==> config.mk <==
export PLATFORM = sky130hd
export DESIGN_NAME = bus_load_bank
export DESIGN_NICKNAME = d
export VERILOG_FILES = /design/src/rtl/bus_load_bank.sv
export SDC_FILE = /design/constraint.sdc
export NUM_CORES = 1
export LEC_CHECK = 0
export CORE_ASPECT_RATIO = 0.6
export CORE_UTILIZATION = 52
export CTS_CLUSTER_DIAMETER = 50
export DETAILED_ROUTE_END_ITERATION = 7
export PLACE_DENSITY = 0.85
export SYNTH_ARGS = -nofsm -noshare
export SYNTH_HDL_FRONTEND = slang
export SYNTH_SLANG_ARGS = --single-unit
==> constraint.sdc <==
create_clock -name clk -period 10.2 [get_ports clk]
set_input_delay 2.04 -clock clk [delete_from_list [all_inputs] [get_ports clk]]
set_output_delay 2.04 -clock clk [all_outputs]
set_load 0.01 [all_outputs]
==> src/rtl/bus_load_bank.sv <==
// Register bank loaded from a shared bus. Destination code 15 starts a handshaked
// memory write that is aborted after MEM_TIMEOUT cycles without an acknowledge.
module bus_load_bank #(
    parameter int DATA_W      = 8,
    parameter int MEM_TIMEOUT = 8
) (
    input  logic              clk,
    input  logic              rst,
    input  logic [DATA_W-1:0] bus_in,
    input  logic [3:0]        ld_sel,
    input  logic              ld_valid,
    output logic              ld_ready,
    output logic              ld_done,
    output logic              ld_err,
    input  logic              inc_ar,
    input  logic              inc_rp,
    input  logic              clr_ac,
    output logic              mem_we,
    output logic [DATA_W-1:0] mem_addr,
    output logic [DATA_W-1:0] mem_wdata,
    input  logic              mem_ack,
    output logic [DATA_W-1:0] AC,
    output logic [DATA_W-1:0] C3,
    output logic [DATA_W-1:0] C2,
    output logic [DATA_W-1:0] C1,
    output logic [DATA_W-1:0] RN2,
    output logic [DATA_W-1:0] RK2,
    output logic [DATA_W-1:0] RM2,
    output logic [DATA_W-1:0] RN1,
    output logic [DATA_W-1:0] RK1,
    output logic [DATA_W-1:0] RM1,
    output logic [DATA_W-1:0] RT,
    output logic [DATA_W-1:0] RP,
    output logic [DATA_W-1:0] DR,
    output logic [DATA_W-1:0] AR
);

    localparam int TMR_W  = (MEM_TIMEOUT > 1) ? $clog2(MEM_TIMEOUT) : 1;
    localparam int IDX_AC = 1;
    localparam int IDX_RP = 12;
    localparam int IDX_AR = 14;

    typedef enum logic {
        IDLE     = 1'b0,
        MEM_WAIT = 1'b1
    } state_t;

    state_t            state_q, state_d;
    logic [TMR_W-1:0]  tmr_q, tmr_d;
    logic              done_q, done_d;
    logic              err_q, err_d;
    logic [DATA_W-1:0] addr_q, addr_d;
    logic [DATA_W-1:0] wdata_q, wdata_d;
    logic [DATA_W-1:0] reg_q [1:14];
    logic [DATA_W-1:0] reg_d [1:14];
    logic              ld_accept;

    assign ld_accept = (state_q == IDLE) && ld_valid;

    always_comb begin
        state_d  = state_q;
        tmr_d    = tmr_q;
        done_d   = 1'b0;
        err_d    = 1'b0;
        addr_d   = addr_q;
        wdata_d  = wdata_q;
        ld_ready = 1'b0;
        case (state_q)
            IDLE: begin
                ld_ready = 1'b1;
                if (ld_valid) begin
                    if (ld_sel == 4'd0) begin
                        err_d = 1'b1;
                    end else if (ld_sel == 4'd15) begin
                        state_d = MEM_WAIT;
                        tmr_d   = TMR_W'(MEM_TIMEOUT - 1);
                        addr_d  = reg_q[IDX_AR];
                        wdata_d = bus_in;
                    end else begin
                        done_d = 1'b1;
                    end
                end
            end
            MEM_WAIT: begin
                // An acknowledge arriving on the last allowed cycle still counts as success
                if (mem_ack) begin
                    state_d = IDLE;
                    done_d  = 1'b1;
                end else if (tmr_q == '0) begin
                    state_d = IDLE;
                    err_d   = 1'b1;
                end else begin
                    tmr_d = tmr_q - TMR_W'(1);
                end
            end
            default: state_d = IDLE;
        endcase
    end

    always_comb begin
        for (int i = 1; i <= 14; i++) reg_d[i] = reg_q[i];
        if (clr_ac) reg_d[IDX_AC] = '0;
        if (inc_rp) reg_d[IDX_RP] = reg_q[IDX_RP] + DATA_W'(1);
        if (inc_ar) reg_d[IDX_AR] = reg_q[IDX_AR] + DATA_W'(1);
        // Bus load applied last so it overrides any control on the same register
        if (ld_accept) begin
            for (int i = 1; i <= 14; i++) begin
                if (ld_sel == 4'(i)) reg_d[i] = bus_in;
            end
        end
    end

    always_ff @(posedge clk or posedge rst) begin
        if (rst) begin
            state_q <= IDLE;
            tmr_q   <= '0;
            done_q  <= 1'b0;
            err_q   <= 1'b0;
            addr_q  <= '0;
            wdata_q <= '0;
            for (int i = 1; i <= 14; i++) reg_q[i] <= '0;
        end else begin
            state_q <= state_d;
            tmr_q   <= tmr_d;
            done_q  <= done_d;
            err_q   <= err_d;
            addr_q  <= addr_d;
            wdata_q <= wdata_d;
            for (int i = 1; i <= 14; i++) reg_q[i] <= reg_d[i];
        end
    end

    assign ld_done   = done_q;
    assign ld_err    = err_q;
    assign mem_we    = (state_q == MEM_WAIT);
    assign mem_addr  = addr_q;
    assign mem_wdata = wdata_q;

    assign AC  = reg_q[1];
    assign C3  = reg_q[2];
    assign C2  = reg_q[3];
    assign C1  = reg_q[4];
    assign RN2 = reg_q[5];
    assign RK2 = reg_q[6];
    assign RM2 = reg_q[7];
    assign RN1 = reg_q[8];
    assign RK1 = reg_q[9];
    assign RM1 = reg_q[10];
    assign RT  = reg_q[11];
    assign RP  = reg_q[12];
    assign DR  = reg_q[13];
    assign AR  = reg_q[14];

endmodule

# Word-level counts from Yosys, hierarchy flattened
# Cells that the tools add are included.
# Widths: inputs -> output; s select.
[classes] add_sub_neg=3 eq_ne=20 n_mux=41 bitwise_logic=2 n_reduce_logical=16
[op_table] operator="$mux 8" n=17
[op_table] operator="$mux 112" n=1
[op_table] operator="$eq 4x4->1 const B" n=8
[op_table] operator="$reduce_and 2->1" n=11
[op_table] operator="$add 8x1->8 const B" n=2
[op_table] operator="$eq 4x3->1 const B" n=4
[op_table] operator="$mux 3" n=5
[op_table] operator="$mux 1" n=14
[op_table] operator="$eq 4x2->1 const B" n=2
[op_table] operator="$ne 2x2->1 const B" n=4
[op_table] operator="$pmux 1 s2" n=3
[op_table] operator="$pmux 3 s2" n=1
[op_table] operator="$reduce_and 5->1" n=1
[op_table] operator="$eq 4x1->1 const B" n=1
[op_table] operator="$logic_not 4->1" n=1
[op_table] operator="$reduce_and 4->1" n=1
[op_table] operator="$logic_not 3->1" n=1
[op_table] operator="$sub 3x1->3 const B" n=1
[op_table] operator="$ne 2x1->1 const B" n=1
[op_table] operator="$not 1->1" n=2
[op_table] operator="$logic_and 1x1->1" n=1
[totals] reg_bits=134 in_bits=19

# Logic depth before layout (Yosys ltp)
[logic_depth] ltp_word=5 depth_mapped=5 ltp_nobuf=5

# Worst setup path after synthesis
# No wires, ideal clock.
[synth_path] kind="in2reg" from="input ld_sel[2]" to="register wdata_q[2], in the netlist mem_wdata[2]" setup_time_ns=0.125 arrival_ns=3.151 required_time_ns=10.075 slack_ns=6.924 path_stages=5 n_path_buf=2 path_cell_list="clkbuf_1 > nand2_1 > nor2_4 > buf_4 > mux2_2"
[synth_between] elab_chain_cells=3 elab_cells_between_ends=4 classes_between="1 x eq/ne; 1 x bitwise; 2 x reduce/logical"
[synth_lines] element="start: declaration" line_no="10" source="input logic [3:0] ld_sel,"
[synth_lines] element="$logic_not 4->1" line_no="72" source="if (ld_sel == 4'd0) begin"
[synth_lines] element="$not 1->1 (no source line)"
[synth_lines] element="$reduce_and 4->1 (no source line) (*)"
[synth_lines] element="end signal: assignment" line_no="128" source="wdata_q <= wdata_d;"
[synth_lines] element="end: declaration" line_no="53" source="logic [DATA_W-1:0] wdata_q, wdata_d;"
# Mark *: on every way between the ends. The rest lies on a longest branch, timed or not.
# A chain may end at the register's enable or synchronous reset.

# Worst setup path in the final report
[layout_path] from="input ld_sel[3]" to="register addr_q[6], in the netlist mem_addr[6]"
[layout_between] elab_chain_cells=3 elab_cells_between_ends=4 classes_between="1 x eq/ne; 1 x bitwise; 2 x reduce/logical"
[layout_lines] element="$logic_not 4->1" line_no="72"
[layout_lines] element="$not 1->1 (no source line)"
[layout_lines] element="$reduce_and 4->1 (no source line) (*)"
[layout_lines] element="end signal: assignment" line_no="127" source="addr_q <= addr_d;"
[layout_lines] element="end: declaration" line_no="52" source="logic [DATA_W-1:0] addr_q, addr_d;"
# Marked as above.

==> impl_metrics.ini <==
[run_status]
outcome = completed

[placement]
port-buffer-count = 150
dpl_cell_area_um2 = 7150
place_ws_ps = 5980
gp_congestion = 0.801
dp_hpwl_um = 9720

[finish]
area_delta_synth_final_pct = 39.2
utilization_pct = 76.4
final_common_cell = clkdlybuf4s50_1
fill_cells = 642
n_antenna_cell = 0
drive_gt1_share_pct = 28.3
nNetsFinal = 563
final_area_um2 = 7710
layout_common_cells = 150 x clkdlybuf4s50_1, 134 x dfrtp_1, 116 x mux2_2

[sta]
fin_ws_ps = 6370
clock.fmax_mhz = 261
post-route-period-util_pct = 37.6
post-route-min-period_ps = 3830
setup_viol = 0
setup_tns_ps = 0
final_hold_viol_count = 0
rsz0062_at_grt = no
final_max_slew_viol_count = 0
max-slew-margin-rel_pct = 33.7
fin_skew_ps = 7.38
tightest_slew_ps = 995

[drt]
dr_total_vias = 3826
avgRoutedWirePerCell_um = 21.7
ant_nets = 0
drc = 0
routed_wl_um = 14800
drtIter0Drc = 251
first_pass_iters = 4
routed_via_density = 5.60

[global_route]
grt_use_total_pct = 28.6
grt_overflow = 0
grt_pass1_vias = 3987
grt_start_max_net_pins = 81
grt_pass1_wl_um = 22700
grt_antenna_before_repair = 0

[die]
die_h_um = 81.9
num_io_pins = 151
core_um2 = 10100
row_count = 28
start_util_pct = 54.9
dieArea_um2 = 11100
die_x_um = 135

[power]
cellPowerDensity_nw_per_um2 = 256
vdd.ir_drop.worst_uv = 163
p_leak_nw = 3.28

[yosys]
syn_inst = 387
synth_compound_area_share_pct = 2.30
synth_nets = 410
yosysWarnings = 0
synth_top_area_cell = dfrtp_1
synthAdderAreaFrac_pct = 0.904
synth_simple_gate_area_share_pct = 8.68
yosysTopAreaCellShare_pct = 60.6
synth.area.top_cells = dfrtp_1 61%, mux2_2 24%, nor2b_1 1.4%, xnor2_1 1.3%, nor3_1 0.99%
synth_seq_area_share_pct = 60.6
muxShareOfSynthArea_pct = 24.6
synth_top_family_by_area = multiplexers
ys_types = 37
synth_xor_area_share_pct = 1.27
syn-cell-area_um2 = 5540
syn_avg_cell_area_um2 = 14.3
ys_ff_latch = 134

[clocking]
cts_buffer_depth = 2
root_buffer = clkbuf_16
cts_hold_buf = 0
cts_setup_buffers = 0
clk_pin_slew_worst_paths_ps = 60
tritoncts = yes
clock-sinks = 134
cts_buffers = 17
cts_resized = 0
clock_latency_ps = 410
htree_levels = 4

[critical_path]
r2r_cells = 3
cp_top_family = simple AND/OR/NAND/NOR gates
critPathBufInv = 1
arrival_ps = 4120
cp-endpoint = mem_addr[6]$_DFFE_PP0P_
critPathLaunchType = input pin
rrSetupSlack_ps = 8220
cp.depth = 4
crit_start = ld_sel[3]
r2r-start = mem_we$_DFF_PP0_
cpPeakStageDelay_ps = 690
critPathKind = input pin to register
critPathCaptureType = register
worstReg2RegEnd = RT[1]$_DFFE_PP0P_
path_max_fanout = 17
cp.required_ps = 10490
crit_path_cell_trace = clkdlybuf4s50_1, nand2_1, nor2_4, mux2_2
crit_slowest_cell = clkdlybuf4s50_1

[flow_run]
cap_violations = 0

[worst_hold_path]
min_path_type = register to register
metal layers:
| metal | part of all wire [%] | GRT usage [%] |
|---|---|---|
| met5 | 0 | 0 |
| met4 | 1.2 | 10.7 |
| met3 | 9.3 | 9.75 |
| met1 | 44 | 37.7 |
| met2 | 46 | 44.1 |
area by class of cell:
| cell class | instances | area [µm²] | share of cell area (%) |
|---|---|---|---|
| Tap cell | 135 | 169 | 2.19 |
| Clock inverter | 5 | 75.1 | 0.974 |
| Timing Repair Buffer | 152 | 1520 | 19.7 |
| Inverter | 5 | 21.3 | 0.276 |
| Sequential cell | 134 | 3350 | 43.5 |
| Multi-Input combinational cell | 230 | 2090 | 27.1 |
| Clock buffer | 22 | 484 | 6.28 |
power by group:
group	internal, mW	leakage, nW	switching [mW]	total, mW
combinational	0.366	1.36	0.234	0.600
clock	0.377	0.279	0.208	0.585
sequential	0.675	1.65	0.114	0.789
synth_stat cells:
library cell  count
or4b_2            1
a31oi_1           6
o22ai_1           2
nand2_2           3
ha_1              4
a21oi_1           4
buf_4             1
nor3b_4           1
nand3_1           3
nand4bb_1         1
a21o_1            1
and3_1            1
nand4b_4          1
nor4_1            1
nor2_1            1
dfrtp_1         134
nor4b_2           1
or4_1             1
mux2_1            3
or3b_2            1
inv_1             5
and4bb_1          1
clkbuf_1         12
nand4_1           8
nor3_1           11
nand2b_1          4
or3_1             6
nand3_2           1
o21ai_0          10
buf_2             5
nor4bb_1          1
nand2_1          13
nor2b_1          12
mux2_2          116
mux2i_1           2
xnor2_1           8
nor2_4            1
cell families (layout without fill, tap and decap cells):
logic type / after synthesis / count (layout)
buffers and inverters: 23 / 184
muxes: 121 / 121
DFF: 134 / 134
and+or+nand+nor: 74 / 74
AOI/OAI and AO/OA: 23 / 23
adders and majority gates: 4 / 4
xor gates and xnor gates: 8 / 8
worst min-delay path by stage:
stage,cells past startpoint,from,endpoint,slack [ps]
after floorplan,1,C3[2]$_DFFE_PP0P_,C3[2]$_DFFE_PP0P_,530
after global placement,1,C3[3]$_DFFE_PP0P_,C3[3]$_DFFE_PP0P_,480
after detailed placement,1,RM1[5]$_DFFE_PP0P_,RM1[5]$_DFFE_PP0P_,490
after CTS,1,C1[1]$_DFFE_PP0P_,C1[1]$_DFFE_PP0P_,510
after global routing,1,C1[2]$_DFFE_PP0P_,C1[2]$_DFFE_PP0P_,520
final,1,C2[3]$_DFFE_PP0P_,C2[3]$_DFFE_PP0P_,510
metrics by stage:
stage          power (mW)  cells  hold slack [ps]
6_report             1.97    683              505
5_1_grt              2.06    683              518
4_1_cts              1.98    683              506
3_5_place_dp         1.39    656              493
3_3_place_gp         1.36    656              476
2_1_floorplan        1.03    387              534
Power figures use the tool's default switching activity.
